===== src/rtl/sram_like_arbiter.sv =====
// sram_like_arbiter: shares one SRAM-like master port between the
// instruction-fetch requester and the load/store requester.
// One transaction is outstanding at a time: IDLE grants and latches,
// ADDR presents bus_req until the slave accepts, and DATA waits for the
// response and routes it back to the owner.
// Optional build macro ARB_RR_EN: round-robin arbitration on simultaneous
// requests. Without it, data has fixed priority over inst.
//
// Handshake: a requester holds *_req until it sees its *_addr_ok pulse.
// *_addr_ok is a one-cycle pulse in IDLE. *_data_ok is a one-cycle pulse in
// DATA, and it qualifies *_rdata. On the bus side, bus_req is held with
// stable fields until bus_addr_ok. bus_data_ok is only honoured in DATA.
module sram_like_arbiter #(
  parameter int ADDR_W = 32,
  parameter int DATA_W = 32
) (
  input  logic              clk,
  input  logic              rst,
  input  logic              inst_req,
  input  logic [ADDR_W-1:0] inst_addr,
  output logic              inst_addr_ok,
  output logic              inst_data_ok,
  output logic [DATA_W-1:0] inst_rdata,
  input  logic              data_req,
  input  logic              data_wr,
  input  logic [1:0]        data_size,
  input  logic [ADDR_W-1:0] data_addr,
  input  logic [DATA_W-1:0] data_wdata,
  output logic              data_addr_ok,
  output logic              data_data_ok,
  output logic [DATA_W-1:0] data_rdata,
  output logic              bus_req,
  output logic              bus_wr,
  output logic [1:0]        bus_size,
  output logic [ADDR_W-1:0] bus_addr,
  output logic [DATA_W-1:0] bus_wdata,
  input  logic              bus_addr_ok,
  input  logic              bus_data_ok,
  input  logic [DATA_W-1:0] bus_rdata,
  output logic [1:0]        dbg_state_o
);

  typedef enum logic [1:0] {
    S_IDLE = 2'd0,
    S_ADDR = 2'd1,
    S_DATA = 2'd2
  } state_t;

  localparam logic OWN_INST = 1'b0;
  localparam logic OWN_DATA = 1'b1;

  state_t            state_q;
  logic              owner_q;
  logic              bus_req_q;
  logic              bus_wr_q;
  logic [1:0]        bus_size_q;
  logic [ADDR_W-1:0] bus_addr_q;
  logic [DATA_W-1:0] bus_wdata_q;

  logic data_first;
  logic grant_data;
  logic grant_inst;

`ifdef ARB_RR_EN
  logic rr_last_q;

  // On a tie, the requester that was not granted last time wins.
  assign data_first = (rr_last_q == OWN_INST);

  // Remember the most recent winner for the next tie.
  always_ff @(posedge clk or posedge rst) begin
    if (rst) begin
      rr_last_q <= OWN_INST;
    end else if (grant_data) begin
      rr_last_q <= OWN_DATA;
    end else if (grant_inst) begin
      rr_last_q <= OWN_INST;
    end
  end
`else
  assign data_first = 1'b1;
`endif

  // Grant decision. It is only made in IDLE, and a lone requester always wins.
  always_comb begin
    grant_data = 1'b0;
    grant_inst = 1'b0;
    if (state_q == S_IDLE) begin
      grant_data = data_req && (!inst_req || data_first);
      grant_inst = inst_req && !grant_data;
    end
  end

  assign inst_addr_ok = grant_inst;
  assign data_addr_ok = grant_data;

  // The response goes to the owner only. The other requester never sees data_ok.
  assign inst_data_ok = (state_q == S_DATA) && bus_data_ok && (owner_q == OWN_INST);
  assign data_data_ok = (state_q == S_DATA) && bus_data_ok && (owner_q == OWN_DATA);

  assign inst_rdata = bus_rdata;
  assign data_rdata = bus_rdata;

  assign bus_req     = bus_req_q;
  assign bus_wr      = bus_wr_q;
  assign bus_size    = bus_size_q;
  assign bus_addr    = bus_addr_q;
  assign bus_wdata   = bus_wdata_q;
  assign dbg_state_o = state_q;

  // Transaction FSM. It latches the winner's request and holds it on the bus.
  always_ff @(posedge clk or posedge rst) begin
    if (rst) begin
      state_q     <= S_IDLE;
      owner_q     <= OWN_INST;
      bus_req_q   <= 1'b0;
      bus_wr_q    <= 1'b0;
      bus_size_q  <= 2'd0;
      bus_addr_q  <= '0;
      bus_wdata_q <= '0;
    end else begin
      case (state_q)
        S_IDLE: begin
          if (grant_data) begin
            owner_q     <= OWN_DATA;
            bus_req_q   <= 1'b1;
            bus_wr_q    <= data_wr;
            bus_size_q  <= data_size;
            bus_addr_q  <= data_addr;
            bus_wdata_q <= data_wdata;
            state_q     <= S_ADDR;
          end else if (grant_inst) begin
            owner_q     <= OWN_INST;
            bus_req_q   <= 1'b1;
            bus_wr_q    <= 1'b0;
            bus_size_q  <= 2'd2;
            bus_addr_q  <= inst_addr;
            bus_wdata_q <= '0;
            state_q     <= S_ADDR;
          end else begin
            bus_req_q <= 1'b0;
          end
        end
        S_ADDR: begin
          if (bus_addr_ok) begin
            bus_req_q <= 1'b0;
            state_q   <= S_DATA;
          end
        end
        S_DATA: begin
          if (bus_data_ok) begin
            state_q <= S_IDLE;
          end
        end
        default: begin
          bus_req_q <= 1'b0;
          state_q   <= S_IDLE;
        end
      endcase
    end
  end

endmodule


===== config.mk =====
export PLATFORM = sky130hd
export DESIGN_NAME = sram_like_arbiter
export DESIGN_NICKNAME = d
export VERILOG_FILES = /design/src/rtl/sram_like_arbiter.sv
export SDC_FILE = /design/constraint.sdc
export NUM_CORES = 1
export LEC_CHECK = 0
export BUFFER_PORTS_ARGS = -buffer_cell sky130_fd_sc_hd__buf_2
export CAP_MARGIN = 20
export CORE_AREA = 2 2 106 108
export DETAILED_ROUTE_END_ITERATION = 12
export DIE_AREA = 0 0 108 110
export PLACE_DENSITY = 0.69
export RECOVER_POWER = 25
export SLEW_MARGIN = 0
export SYNTH_ARGS = -nofsm -noshare
export SYNTH_HDL_FRONTEND = slang
export SYNTH_SLANG_ARGS = --single-unit
export TNS_END_PERCENT = 30

===== constraint.sdc =====
create_clock -name clk -period 3 [get_ports clk]
set_input_delay 0.45 -clock clk [delete_from_list [all_inputs] [get_ports clk]]
set_output_delay 0.45 -clock clk [all_outputs]
set_load 0.03 [all_outputs]

==> reports/qor.csv <==
metric;value;unit
dr.pass1.iters;6;
grt_pass1_vias;2386;
status;complete, but fails checks;
io-pin-count;275;
n_antenna_cell;0;
drive_gt1_share;66.3;%
maxSlewHeadroom;-0.557;%
p_clk_share;14.0;%
vias;2400;
critPathCapture;inst_addr_ok;
seq_area_frac_synth;50.1;%
clockBufferDepth;2;
cp_slowest_cell;dfrtp_1;
synth_compound_area_share;9.20;%
yosysTopAreaCellShare;50.1;%
cts_resized;0;
critPathMaxStageDelay;0.51;ns
core;10700;um^2
fmax;0.482;GHz
skew;0.00737;ns
required;2.55;ns
muxShareOfSynthArea;20.3;%
p_switching;2.11;mW
critical_path_class;reg2out;
syn-num-nets;408;
start_util;33.2;%
r2r_end;bus_addr[20];
yosysUniqueCellTypes;20;
grt_pass1_wl;12.0;mm
post_cts_buffers;0;
whs;0.253;ns
timing_hold_violations_final;0;
layout_common_cells;buf_2, dfrtp_1, mux2_2;
finalCritPeriodShare;69.1;%
synth_top_area_cell;dfrtp_1;
path_cells;nor4b_1 -> buf_2;
yosys_warnings;0;
switching_share;45.0;%
hold_class;in2async;
slew_viol_final;29;
worst_pin_slew;1.51;ns
route.detailed.drc;0;
grtUsageTotal;13.4;%
violations;max-capacitance violations, max-slew violations;
die_y;110;um
synth-xor-area-share;0;%
reg2reg_from;dbg_state_o[0];
rsz0062_at_grt;no;
clkTransAtPathRegs;0.08;ns
finalSetupViolCount;0;
synth_area;3550;um^2
final.setup.tns;0;ns
cts_max_level;3;
port_buffers;178;
total_leakage_power;2.16;nW
cts_hold_buf;0;
final_common_cell;buf_2;
synth_seq_cells;71;
cts_buffers;9;
period_needed;2.07;ns
clock_latency;0.34;ns
synth_fa_ha_area_share;0;%
syn_to_final_growth;18.5;%
power_density;1110;nW/um^2
cp-start-kind;flop;
gr-total-overflow;0;
synth_top_family_by_area;multiplexers;
synthCells;271;
cts_sinks;71;
root_buffer;clkbuf_8;
p_comb_share;50.5;%
maxCapViolations;1;
crit_fanout;9;
fin_area;4210;um^2
drt-wirelength-per-cell;15.4;um
power_frac_seq;35.5;%
die_x;108;um
worst-endpoint-arrival;1.62;ns
ir_worst_vdd;422;uV
antenna_found_initial;0;
drt.antenna.violating_nets;0;
power.internal;2.57;mW
row_count;38;
dieArea;11900;um^2
place_area;4050;um^2
dp.final_hpwl;6.28;mm
vias_per_cell;4.51;
synth_simple_gate_area_share;2.61;%
rrSetupSlack;1.36;ns
cp-startpoint;dbg_state_o[0];
drt_iter0_markers;55;
synth.top_cells.by_area;dfrtp_1, mux2_2, buf_4, a22o_1, buf_6;
finalNetCount;524;
routabilityCongestion;0.730;
grt_max_degree;44;
worstRegToRegCells;4;
wl;8.17;mm
cts_tree;built;
endpoint_kind;output pin;
syn_avg_cell_area;13.1;um^2
## registers in the layout, summed over array words and instances (netlist names)
| signal | cells |
|---|---|
| bus_addr | 32 |
| bus_wdata | 32 |
| bus_size | 2 |
| dbg_state_o | 2 |
| bus_req | 1 |
| bus_wr | 1 |
| owner_q | 1 |
## cells by family (layout without fill, tap and decap cells)
family                 after synthesis  in the layout
buffers and inverters               82            203
flip-flops                          71             71
multiplexers                        64             64
AO/OA/AOI/OAI                       39             39
AND/OR/NAND/NOR                     15             15
## Yosys cell counts (all sizes together)
cell type / number
buf: 79
dfrtp: 71
mux2: 64
a22o: 34
nor2: 5
inv: 3
nand2: 3
o21ai: 3
a21oi: 2
nor2b: 2
and3: 1
nand2b: 1
nand3b: 1
nor3b: 1
nor4b: 1
## metrics by stage
| step | cells | setup WS [ns] | utilization [%] | total power, mW |
|---|---|---|---|---|
| global placement | 516 | 1.05 | 37.8 | 4.02 |
| floorplan | 271 | 0.709 | - | 3.58 |
| finish | 532 | 0.927 | 39.3 | 4.67 |
| global route | 532 | 0.790 | 39.3 | 4.97 |
| CTS | 532 | 0.885 | 39.4 | 4.75 |
| detailed placement | 516 | 1.03 | 37.8 | 4.08 |
## critical path: cells and delay by family (launching register included)
family,cells,cell delay (ns)
flops,1,0.51
simple gates,1,0.49
buf+inv,1,0.29
## worst min-delay path by stage
stage,from,to
after floorplan,owner_q,owner_q
after global placement,bus_addr[12],bus_addr[12]
after detailed placement,bus_wdata[16],bus_wdata[16]
final,rst,bus_addr[6]
after global routing,rst,bus_addr[4]
after CTS,rst,bus_addr[29]
## final cells by class
class                   count  area [um^2]
well taps                 140          175
clock buffers              10          128
inverters                   3         11.3
multi-input cells         118         1150
fillers                  1055         6490
repair buffers            184          932
clock inverters             6         37.5
flip-flops and latches     71         1780
## power groups by stage
stage | combinational [mW] | clock [mW] | sequential (mW)
2_1_floorplan | 1.07 | 0 | 2.52
3_3_place_gp | 2.36 | 0 | 1.67
3_5_place_dp | 2.41 | 0 | 1.67
4_1_cts | 2.40 | 0.690 | 1.67
5_1_grt | 2.52 | 0.732 | 1.72
6_report | 2.36 | 0.653 | 1.66
## layer usage
metal  GRT usage [%]  vias to the layer above  share of wire, %
met1            15.0                     1116                38
li1                -                     1115                 -
met4            5.49                        0               1.7
met5               0                        -                 0
met2            22.7                      154                49
met3            5.64                       15                11
(Power assumes the default switching activity.)
